`config.mk`:
```
export PLATFORM = sky130hd
export DESIGN_NAME = hack_mem_read_ctrl
export DESIGN_NICKNAME = d
export VERILOG_FILES = /design/src/rtl/hack_mem_read_ctrl_pkg.sv /design/src/rtl/hack_addr_decode.sv /design/src/rtl/hack_mem_read_ctrl.sv
export SDC_FILE = /design/constraint.sdc
export NUM_CORES = 1
export LEC_CHECK = 0
export ABC_AREA = 1
export BUFFER_PORTS_ARGS = -buffer_cell sky130_fd_sc_hd__buf_2
export CORE_MARGIN = 2
export CORE_UTILIZATION = 44
export CTS_CLUSTER_SIZE = 40
export DETAILED_ROUTE_END_ITERATION = 10
export PLACE_DENSITY = 0.72
export SLEW_MARGIN = 5
export SYNTH_ARGS = -nofsm -noshare
export SYNTH_HDL_FRONTEND = slang
export SYNTH_HIERARCHICAL = 1
export SYNTH_SLANG_ARGS = --single-unit
```
`constraint.sdc`:
```
create_clock -name clk -period 4.25 [get_ports clk]
set_clock_uncertainty 0.2 [all_clocks]
set_input_delay 0.2125 -clock clk [delete_from_list [all_inputs] [get_ports clk]]
set_output_delay 0.2125 -clock clk [all_outputs]
set_load 0.01 [all_outputs]
```
`src/rtl/hack_mem_read_ctrl_pkg.sv`:
```
// Shared definitions for the Hack data-memory read path:
// region boundaries, mux select encodings and read FSM states.
package hack_mem_read_ctrl_pkg;

  localparam logic [14:0] RAM_BASE     = 15'h0000;
  localparam logic [14:0] RAM_LAST     = 15'h3FFF;
  localparam logic [14:0] SCREEN_BASE  = 15'h4000;
  localparam logic [14:0] SCREEN_LAST  = 15'h5FFF;
  localparam logic [14:0] KBD_ADDR_DEF = 15'h6000;

  localparam logic [1:0] SEL_RAM    = 2'd0;
  localparam logic [1:0] SEL_SCREEN = 2'd1;
  localparam logic [1:0] SEL_KBD    = 2'd2;
  localparam logic [1:0] SEL_PER    = 2'd3;

  localparam int CNT_W = 8;

  typedef enum logic [1:0] {
    IDLE     = 2'd0,
    WAIT_MEM = 2'd1,
    WAIT_PER = 2'd2,
    RESP     = 2'd3
  } state_t;

endpackage

```
`src/rtl/hack_addr_decode.sv`:
```
// Combinational Hack address decoder: addr_i[14:0] -> Mux4Way16 sel_o.
// Ports: addr_i (word address), sel_o (RAM/screen/keyboard/peripheral).
module hack_addr_decode
  import hack_mem_read_ctrl_pkg::*;
#(
  parameter logic [14:0] KBD_ADDR = KBD_ADDR_DEF
) (
  input  logic [14:0] addr_i,
  output logic [1:0]  sel_o
);

  // Conditions are mutually exclusive; the keyboard
  // match is restricted to above the screen window.
  always_comb begin
    sel_o = SEL_PER;
    unique case (1'b1)
      (addr_i <= RAM_LAST): sel_o = SEL_RAM;
      (addr_i >= SCREEN_BASE && addr_i <= SCREEN_LAST):
        sel_o = SEL_SCREEN;
      (addr_i == KBD_ADDR && addr_i > SCREEN_LAST):
        sel_o = SEL_KBD;
      default: sel_o = SEL_PER;
    endcase
  end

endmodule

```
`src/rtl/hack_mem_read_ctrl.sv`:
```
// Hack data-memory read controller driving a Mux4Way16 select.
// Ports: req/addr/ready in, sel/mux_out to mux, per_req/per_ack, rdata/rvalid/err out.
module hack_mem_read_ctrl
  import hack_mem_read_ctrl_pkg::*;
#(
  parameter int unsigned MEM_LAT  = 1,
  parameter int unsigned TIMEOUT  = 15,
  parameter logic [14:0] KBD_ADDR = KBD_ADDR_DEF
) (
  input  logic        clk,
  input  logic        rst_n,
  input  logic        req,
  input  logic [14:0] addr,
  output logic        ready,
  output logic [1:0]  sel,
  input  logic [15:0] mux_out,
  output logic        per_req,
  input  logic        per_ack,
  output logic [15:0] rdata,
  output logic        rvalid,
  output logic        err
);

  state_t             state_q, state_d;
  logic [CNT_W-1:0]   cnt_q, cnt_d;
  logic [1:0]         sel_q, sel_d;
  logic [15:0]        rdata_q, rdata_d;
  logic               err_q, err_d;
  logic [1:0]         dec_sel;

  hack_addr_decode #(
    .KBD_ADDR (KBD_ADDR)
  ) u_dec (
    .addr_i (addr),
    .sel_o  (dec_sel)
  );

  always_ff @(posedge clk or negedge rst_n) begin
    if (!rst_n) begin
      state_q <= IDLE;
      cnt_q   <= '0;
      sel_q   <= SEL_RAM;
      rdata_q <= '0;
      err_q   <= 1'b0;
    end else begin
      state_q <= state_d;
      cnt_q   <= cnt_d;
      sel_q   <= sel_d;
      rdata_q <= rdata_d;
      err_q   <= err_d;
    end
  end

  // Counter holds remaining wait cycles; the cycle in
  // which it reads zero is the capture/timeout cycle.
  always_comb begin
    state_d = state_q;
    cnt_d   = cnt_q;
    sel_d   = sel_q;
    rdata_d = rdata_q;
    err_d   = err_q;
    unique case (state_q)
      IDLE: begin
        if (req) begin
          sel_d = dec_sel;
          err_d = 1'b0;
          if (dec_sel == SEL_PER) begin
            state_d = WAIT_PER;
            cnt_d   = CNT_W'(TIMEOUT - 1);
          end else begin
            state_d = WAIT_MEM;
            cnt_d   = (dec_sel == SEL_KBD) ?
                      '0 : CNT_W'(MEM_LAT);
          end
        end
      end
      WAIT_MEM: begin
        if (cnt_q == '0) begin
          rdata_d = mux_out;
          state_d = RESP;
        end else begin
          cnt_d = cnt_q - CNT_W'(1);
        end
      end
      WAIT_PER: begin
        // Ack in the last window cycle still wins.
        if (per_ack) begin
          rdata_d = mux_out;
          state_d = RESP;
        end else if (cnt_q == '0) begin
          rdata_d = 16'hFFFF;
          err_d   = 1'b1;
          state_d = RESP;
        end else begin
          cnt_d = cnt_q - CNT_W'(1);
        end
      end
      RESP: state_d = IDLE;
      default: state_d = IDLE;
    endcase
  end

  always_comb begin
    ready   = (state_q == IDLE);
    rvalid  = (state_q == RESP);
    err     = (state_q == RESP) && err_q;
    per_req = (state_q == WAIT_PER);
    sel     = sel_q;
    rdata   = rdata_q;
  end

endmodule
```
# Word-level counts from Yosys, hierarchy flattened
# Index checks and enable logic that the tools add are counted.
# op_classes
magnitude_cmp	4
addsub	1
n_eq_ne	11
mux	20
reduce_logical	12
# op_table
operator	count
two-way mux 16 bit	3
one-hot mux 16 bit (2 select lines)	1
two-way mux 8 bit	3
one-hot mux 8 bit (3 select lines)	1
equality test 15 bit (second input constant)	1
greater-or-equal comparator 15 bit (second input constant)	1
> comparator 15 bit (second input constant)	1
<= comparator 15 x 14 -> 1 bit (second input constant)	1
<= comparator 15 bit (second input constant)	1
equality test 2 bit (second input constant)	4
zero test 8 bit	1
two-way mux 2 bit	4
one-hot mux 2 bit (4 select lines)	1
subtractor 8 x 1 -> 8 bit (second input constant)	1
!= test 2 bit (second input constant)	3
one-hot mux 2 bit (3 select lines)	1
AND reduction 3 bit	2
two-way mux 1 bit	4
two-way mux 4 bit	1
AND reduction 4 bit	1
nonzero test 2 bit	2
logical AND 1 bit	3
!= test 3 x 1 -> 1 bit (second input constant)	1
nonzero test 3 bit	1
5 further kinds	5
# totals
ff_bits	29
out_inout_bits	22
in_bits	35

# Longest topological paths before layout
# Gate-level depths: netlist of run 1.
# logic_depth
depth_word	8
ltp_mapped	11

# By module
# Netlist of run 1, hierarchy kept.
# by_module_without_submodules
mod	cells_per_inst	instances	area_each_um2
hack_mem_read_ctrl	181	1	1584.0
hack_addr_decode	17	1	76.3

# Worst setup path before layout of run 1
# No wires, ideal clock.
# synth_timing
path_type	register -> register
start	register state_q[0]
end	register rdata_q[0] (netlist: rdata[0])
n_path_buf	1
slack_ps	2415
period_less_slack_ps	1835
arrival_time_ps	1515
setup_time_ps	120
stages_incl_launch_ff	10
required_ps	3930
cell_sequence	dfrtp_1 -> inv_1 -> ha_1 -> inv_2 -> nor2_8 -> nor2_2 -> o21a_4 -> buf_6 -> nor2_2 -> a21oi_2
# synth_between
elab_chain_len	3
# synth_rtl
item	line	source
start, declared	hack_mem_read_ctrl.sv:24	state_t state_q, state_d;
start signal, assigned	hack_mem_read_ctrl.sv:46	state_q <= state_d;
equality test 2 bit (*)	-	
named net per_req	hack_mem_read_ctrl.sv:17	output logic per_req,
!= test 3 x 1 -> 1 bit (no source line) or nonzero test 2 bit (tied branches)	-	
AND reduction 3 bit (no source line)	-	
end signal, assigned	hack_mem_read_ctrl.sv:49	rdata_q <= rdata_d;
end, declared	hack_mem_read_ctrl.sv:27	logic [15:0] rdata_q, rdata_d;
# Mark *: on every way through the listed nets, which the timed path passes. The rest lies on a longest branch.
# A chain may end at the register's enable or synchronous reset.

# Worst setup path after layout of run 1
# layout_timing
start	register state_q[0]
end	register rdata_q[5] (netlist: rdata[5])
# layout_between
elab_chain_len	3
# layout_rtl
item	line	source
equality test 2 bit or equality test 2 x 1 -> 1 bit (tied branches)	hack_mem_read_ctrl.sv:62	unique case (state_q)
!= test 3 x 1 -> 1 bit (no source line) (tied with other cells)	-	
AND reduction 3 bit (no source line)	-	
# Parallel ways exist; a longest one is shown, timed or not.

==> results.yml, run 1 <==
detailed_routing:
  drt_wl_total_mm: 3.35
  drtPass1Iterations: 4
  vias_per_cell: 4.66
  route.detailed.drc: 0
  drt_iter0_markers: 108
  vias: 1436
  drtAntennaViolNets: 0
  wl_per_cell_um: 10.9
floorplan:
  core_um2: 3630
  fp-row-count: 22
  die_area_um2: 4280
  io_pins: 57
  chipHeight_um: 65.4
  initial_core_util_pct: 45.7
  dieWidth_um: 65.4
clock_network:
  cts_sinks: 29
  cts_root_buf: "clkbuf_8"
  cts_tree: "done"
  numCtsBuffers: 5
  insertion_delay_ns: 0.28
  clk_path_buf_depth: 2
  cts-resized-gates: 0
  h-tree-depth: 2
  clkTransAtPathRegs_ns: 0.06
setup_path:
  crit_path_end_kind: "flip-flop"
  critPathMaxFanout: 32
  startpoint_type: "flip-flop"
  arrival_ns: 2.04
  critPathKind: "flip-flop to flip-flop"
  required_ns: 4.20
layout:
  fillers: 334
  fin_util_pct: 57.8
  seqCellArea_um2: 726
  final_nets: 301
  drive_gt1_share_pct: 36.5
  design_area_um2: 2100
  layout_commonest_cell: "buf_2"
  diodes: 0
  syn_to_final_growth_pct: 26.5
  layout_common_cells: "56 x buf_2, 48 x nor2_1, 30 x nand2_1"
  multiInputGateArea_um2: 817
logic_synthesis:
  ys_warn_count: 6
  syn_nets: 240
  synth_cells: 198
  synth-seq-cells: 29
  synth_area_um2: 1660
  synth_cell_types: 26
  postSynthAreaPerCell_um2: 8.39
  ys_seq_area_share_pct: 43.7
power_and_ir_drop:
  cellPowerDensity_nw_per_um2: 806
  max-vdd-ir-drop_uv: 398
  cellLeakagePower_nw: 1.05
timing:
  timing.hold.ws_ns: 0.00379
  setup_violations: 0
  setup_slack_ns: 2.16
  report.final.slew_viol_count: 0
  post-route-period-util_pct: 49.1
  fin_setup_tns_ns: 0
  slew_headroom_pct: 56.9
  tightest_slew_ns: 0.646
  period_needed_ns: 2.09
  rsz0062_at_grt: "false"
  hold_viol: 0
  fmax_mhz: 479
grt:
  grt_usage_pct: 17.9
  antenna_found_initial: 0
  grt_max_degree: 33
  grt_pass1_wl_mm: 5.81
  grt_pass1_vias: 1373
  overflow: 0
placement:
  io_buffer_count: 56
  post-dp-hpwl_mm: 2.53
  pre_cts_slack_ns: 2.19
  placed_area_um2: 1940
  place.gp.congestion: 0.883
job:
  cap_violations: 0
worst_hold_path:
  min_path_type: "input pin to flip-flop"
status:
  status: "finished clean"
worst max-delay path: stages (launching register included):
cell	delay [ns]
dfrtp_1	0.41
inv_1	0.13
ha_1	0.27
inv_2	0.10
nor2_8	0.24
nor2_2	0.06
o21a_4	0.34
nor2_1	0.14
a21oi_1	0.05
metal layers:
metal | vias to the layer above | global-route usage (%) | wire (um)
li1 | 742 | - | -
met1 | 657 | 20.7 | 1470
met5 | - | 0 | 0
met2 | 30 | 31.0 | 1700
met4 | 0 | 10.9 | 91
met3 | 7 | 2.57 | 91
final timing paths:
check,to,slack [ns],cells past startpoint,from
max,rdata[5],2.16,8,state_q[0]
min,rdata[0],0.004,3,mux_out[0]
max reg2reg,rdata[5],2.16,8,state_q[0]
min reg2reg,cnt_q[0],0.29,2,cnt_q[0]
max in group asynchronous,rdata[5],3.13,2,rst_n
min in group asynchronous,cnt_q[1],0.30,2,rst_n
report_power, final:
part	total, mW	internal [mW]	switching (mW)
logic	0.912	0.348	0.564
registers	0.488	0.410	0.0787
clock network	0.291	0.191	0.100
total	1.69	0.949	0.743
synth_stat cells (all sizes together):
library cell | instances | area, um^2
dfrtp | 29 | 726
nor3 | 1 | 10.0
nor2 | 59 | 268
nand2 | 33 | 131
a31o | 1 | 8.76
xor2 | 3 | 26.3
buf | 6 | 57.6
nand4 | 2 | 12.5
nand3 | 4 | 20.0
o21ai | 11 | 66.3
o21a | 1 | 15.0
xnor2 | 2 | 17.5
mux2 | 2 | 22.5
a21oi | 21 | 131
inv | 16 | 60.1
ha | 7 | 87.6
timing repair:
action | in CTS | in global routing
hold buffers | 4 | 0
hold endpoints to repair | 32 | 0
setup buffers | 0 | 0
cells by family after synthesis:
kind of cell | share of synthesized area [%]
adders and majority gates | 5.27
AOI/OAI and AO/OA | 13.3
DFF | 43.7
and+or+nand+nor | 26.6
muxes | 1.36
buffers and inverters | 7.08
xor gates and xnor gates | 2.64
flip-flops by register name, summed over array words and instances (netlist names):
name     count
rdata       16
state_q      2
err_q        1
cnt_q        8
sel          2
through the flow:
stage	std cells	power, mW
2_1_floorplan	198	1.26
3_3_place_gp	296	1.39
3_5_place_dp	296	1.41
4_1_cts	308	1.72
5_1_grt	308	1.85
6_report	308	1.69
cell type report:
type / instances / area share [%]
inverters: 16 / 2.86
well taps: 48 / 2.86
repair buffers: 60 / 15.3
multi-input cells: 147 / 38.9
flip-flops and latches: 29 / 34.6
clock inverters: 1 / 1.43
clock buffers: 7 / 4.11
Power figures use the tool's default switching activity.
==> run 2, diff against run 1 <==
- clock period: 4.25 -> 2.05 ns (I/O delays scaled with it)
==> run 2 against run 1 <==
Effect of this change: via count is 4.6% higher; critical path depth stayed put; sequential power is 110% higher; critical endpoint is now cnt_q[2]; largest cell class unchanged.
==> results.yml, run 2 (synthesized netlist as in run 1, its figures left out) <==
layout:
  drive_gt1_share_pct: 36.1
  fillers: 335
  layout_commonest_cell: "buf_2"
  layout_common_cells: "56 x buf_2, 48 x nor2_1, 30 x nand2_1"
  final_nets: 318
  design_area_um2: 2240
  layout.cells.non_filler: 325
  diodes: 0
  fin_util_pct: 61.7
  largest_reg_flops: 16
  syn_to_final_growth_pct: 35.0
worst_hold_path:
  min_from: "addr[13]"
  min_path_type: "input pin to flip-flop"
  min_to: "sel[1]"
  worstHoldPathCells: 4
timing:
  tightest_slew_ns: 0.634
  post-route-period-util_pct: 91.5
  rsz0062_at_grt: "false"
  setup_violations: 0
  slew_headroom_pct: 57.8
  timing.hold.ws_ns: 0.0156
  period_needed_ns: 1.88
  fin_setup_tns_ns: 0
  hold_viol: 0
  fmax_mhz: 533
  report.final.slew_viol_count: 0
clock_network:
  cts_sinks: 29
  clk_path_buf_depth: 2
  numCtsBuffers: 5
  h-tree-depth: 2
  cts_root_buf: "clkbuf_8"
  cts_tree: "done"
  clkTransAtPathRegs_ns: 0.06
  insertion_delay_ns: 0.27
  post_cts.repair.setup_buffers: 0
detailed_routing:
  wl_per_cell_um: 11.1
  vias_per_cell: 4.62
  drtAntennaViolNets: 0
  vias: 1502
  drt_iter0_markers: 100
  route.detailed.drc: 0
  drtPass1Iterations: 4
  drt_wl_total_mm: 3.60
placement:
  post-dp-hpwl_mm: 2.47
  dp.cells: 299
  place.gp.congestion: 0.825
  placed_area_um2: 1970
  io_buffer_count: 56
setup_path:
  r2r_slack_ns: 0.17
  critPathKind: "flip-flop to flip-flop"
  crit_path_end_kind: "flip-flop"
  path_common_cell: "inv_1"
  crit_path_top_delay_cell: "ha_2"
  cp_cell_sequence: "inv_1 > ha_2 > inv_1 > nor3_2 > nor2_4 > inv_4 > nand2_1 > o21ai_2"
  reg2reg_to: "cnt_q[2]"
  required_ns: 2.05
  critPathMaxFanout: 11
  cp.buffers_inverters: 3
  rr_worst_depth: 8
  arrival_ns: 1.87
  startpoint_type: "flip-flop"
  crit_family: "simple AND/OR/NAND/NOR gates"
  cp_slowest_stage_delay_ns: 0.40
  r2r_start: "state_q[1]"
  worstSetupStartpoint: "state_q[1]"
grt:
  grt_max_degree: 33
  antenna_found_initial: 0
  grt_pass1_wl_mm: 5.68
  grt_usage_pct: 17.1
  grt_pass1_vias: 1361
  overflow: 0
power_and_ir_drop:
  cellLeakagePower_nw: 1.11
  max-vdd-ir-drop_uv: 1210
  cellPowerDensity_nw_per_um2: 1540
floorplan:
  initial_core_util_pct: 45.7
  dieWidth_um: 65.4
  io_pins: 57
  die_area_um2: 4280
  chipHeight_um: 65.4
  core_um2: 3630
  fp-row-count: 22
job:
  cap_violations: 0
status:
  status: "finished clean"
run 2: area by class of cell:
type                    count  area, um^2  share of cell area [%]
flip-flops and latches     29         726                    32.4
multi-input cells         147         825                    36.8
repair buffers             77         483                    21.5
clock inverters             3        17.5                   0.781
inverters                  16        62.6                    2.79
well taps                  48        60.1                    2.68
clock buffers               5        68.8                    3.07
run 2: power by group:
group / internal (mW) / leakage (nW) / switching (mW)
registers: 0.849 / 0.342 / 0.158
logic: 0.794 / 0.728 / 1.20
clock network: 0.234 / 0.0439 / 0.217
total: 1.88 / 1.11 / 1.57
run 2: worst max path at each step:
stage                to  slack, ns  depth (start not counted)
5_1_grt        cnt_q[2]      0.009                          8
2_1_floorplan  rdata[0]       0.21                          9
4_1_cts        cnt_q[2]       0.10                          8
6_report       cnt_q[2]       0.17                          8
3_5_place_dp   cnt_q[2]       0.12                          8
3_3_place_gp   cnt_q[0]       0.13                          8
run 2: timing repair:
| item | 4_1_cts | 5_1_grt |
|---|---|---|
| setup endpoints to repair | 0 | 7 |
| hold buffers | 18 | 0 |
| endpoints found under the hold margin | 46 | 0 |
| resized for setup | 0 | 3 |
run 2: metrics by stage:
stage | power, mW | worst slack (ns)
2_1_floorplan | 2.61 | 0.215
3_3_place_gp | 2.92 | 0.130
3_5_place_dp | 2.96 | 0.119
4_1_cts | 3.44 | 0.104
5_1_grt | 3.75 | 0.00862
6_report | 3.45 | 0.174
run 2: worst register-to-register path: cells and delay by family, from the launching register on:
| family | cells | cell delay [ns] |
|---|---|---|
| flops | 1 | 0.39 |
| simple gates | 3 | 0.41 |
| compound gates | 1 | 0.05 |
| fa+ha+maj | 1 | 0.40 |
| buf+inv | 3 | 0.34 |
run 2: layer usage:
| layer | share of wire [%] | global-route usage (%) |
|---|---|---|
| met2 | 53 | 31.3 |
| met3 | 2.9 | 2.57 |
| met4 | 1.3 | 6.25 |
| met1 | 43 | 20.2 |
| met5 | 0 | 0 |
==> run 3, diff against run 2 <==
- PLACE_DENSITY: 0.72 -> 0.7
- RECOVER_POWER: default -> 25
- clock period: 2.05 -> 1.6 ns (I/O delays scaled with it)
==> run 3 against run 2 <==
Effect of this change: highest routed layer unchanged; maximum frequency is 6.8% higher; hold slack better by 0.028 ns; final cell count is 11% higher; global-route usage is 6.3 points higher; the run now ends with setup timing left; combinational power is 130% higher; register-to-register slack worse by 0.33 ns; largest cell class unchanged; via count is 22% higher; non-clock buffer count is 35 higher; setup slack worse by 0.33 ns; sequential power is 34% higher.
==> results.yml, run 3 (synthesized netlist as in run 1, its figures left out) <==
detailed_routing:
  drt_wl_total_mm: 5.39
  vias_per_cell: 5.05
  route.detailed.drc: 0
  drt_iter0_markers: 88
  drtPass1Iterations: 4
  vias: 1827
  drtAntennaViolNets: 0
  wl_per_cell_um: 14.9
setup_path:
  startpoint_type: "flip-flop"
  r2r_slack_ns: -0.16
  critPathMaxFanout: 5
  crit_path_end_kind: "flip-flop"
  required_ns: 1.62
  arrival_ns: 1.78
  critPathKind: "flip-flop to flip-flop"
power_and_ir_drop:
  cellPowerDensity_nw_per_um2: 2330
  power.total_mw: 6.56
  cellLeakagePower_nw: 1.31
  max-vdd-ir-drop_uv: 1540
floorplan:
  core_um2: 3630
  initial_core_util_pct: 45.7
  dieWidth_um: 65.4
  die_area_um2: 4280
  io_pins: 57
  chipHeight_um: 65.4
  fp-row-count: 22
layout:
  design_area_um2: 2820
  fillers: 240
  layout_common_cells: "43 x buf_2, 36 x nor2_1, 28 x dfrtp_1"
  largest_reg_flops: 16
  final_nets: 355
  seqCellArea_um2: 727
  syn_to_final_growth_pct: 69.6
  layout.cells.non_filler: 362
  fin_util_pct: 77.5
  multiInputGateArea_um2: 1070
  layout_commonest_cell: "buf_2"
  diodes: 0
  drive_gt1_share_pct: 53.2
timing:
  post-route-period-util_pct: 110
  tightest_slew_ns: 0.739
  hold_viol: 0
  setup_slack_ns: -0.155
  rsz0062_at_grt: "true"
  period_needed_ns: 1.76
  fin_setup_tns_ns: -1.63
  slew_headroom_pct: 50.7
  setup_violations: 22
  report.final.slew_viol_count: 0
  timing.hold.ws_ns: 0.0441
  fmax_mhz: 570
clock_network:
  cts_root_buf: "clkbuf_8"
  clk_path_buf_depth: 2
  cts_tree: "done"
  clkTransAtPathRegs_ns: 0.07
  cts_sinks: 29
  insertion_delay_ns: 0.28
  h-tree-depth: 2
  numCtsBuffers: 5
worst_hold_path:
  min_path_type: "input pin to flip-flop"
grt:
  grt_max_degree: 30
  grt_pass1_vias: 1765
  overflow: 0
  antenna_found_initial: 0
  grt_pass1_wl_mm: 7.65
  grt_usage_pct: 23.4
status:
  status: "complete, but fails checks"
  violations: "setup timing"
placement:
  dp.cells: 322
  place.gp.congestion: 0.862
  placed_area_um2: 2190
  io_buffer_count: 56
  post-dp-hpwl_mm: 2.61
  pre_cts_slack_ns: -0.145
job:
  cap_violations: 0
## run 3: final cells by class
class | instances | area share (%)
multi-input cells | 149 | 38.0
repair buffers | 112 | 28.5
flip-flops and latches | 29 | 25.8
inverters | 16 | 2.49
clock buffers | 5 | 2.44
well taps | 48 | 2.13
clock inverters | 3 | 0.622
## run 3: worst paths after layout
path,from,depth (start not counted),endpoint
max,state_q[1],10,cnt_q[6]
min,per_ack,5,state_q[0]
max reg2reg,state_q[1],10,cnt_q[6]
min reg2reg,err_q,2,err_q
max in group asynchronous,rst_n,2,state_q[1]
min in group asynchronous,rst_n,2,cnt_q[2]
## run 3: critical path: stages, from the launching register on
cell and delay [ns]:
dfrtp_2 0.43, inv_4 0.06, ha_4 0.16, inv_2 0.06, nor2_4 0.04, nor2_1 0.10, nand2_1 0.13, nor2_4 0.19
buf_6 0.15, nand3_2 0.08, nand2_1 0.08
## run 3: what timing repair did
action | in CTS | in global routing
setup endpoints to repair | 29 | 30
hold buffers | 19 | 0
pin swaps | 7 | 15
endpoints found under the hold margin | 46 | 0
gates cloned | 2 | 1
setup buffers | 6 | 4
resized for setup | 23 | 44
## run 3: per-layer routing
metal | GRT usage (%) | part of all wire (%) | up-vias
met2 | 42.3 | 53 | 46
met5 | 0 | 0 | -
met4 | 9.11 | 3.1 | 0
met1 | 27.5 | 40 | 893
li1 | - | - | 870
met3 | 3.77 | 3.1 | 18
## run 3: where the power goes
part | switching (mW) | internal, mW
Combinational | 2.45 | 2.16
Clock | 0.293 | 0.299
Sequential | 0.260 | 1.09
Total | 3.00 | 3.55
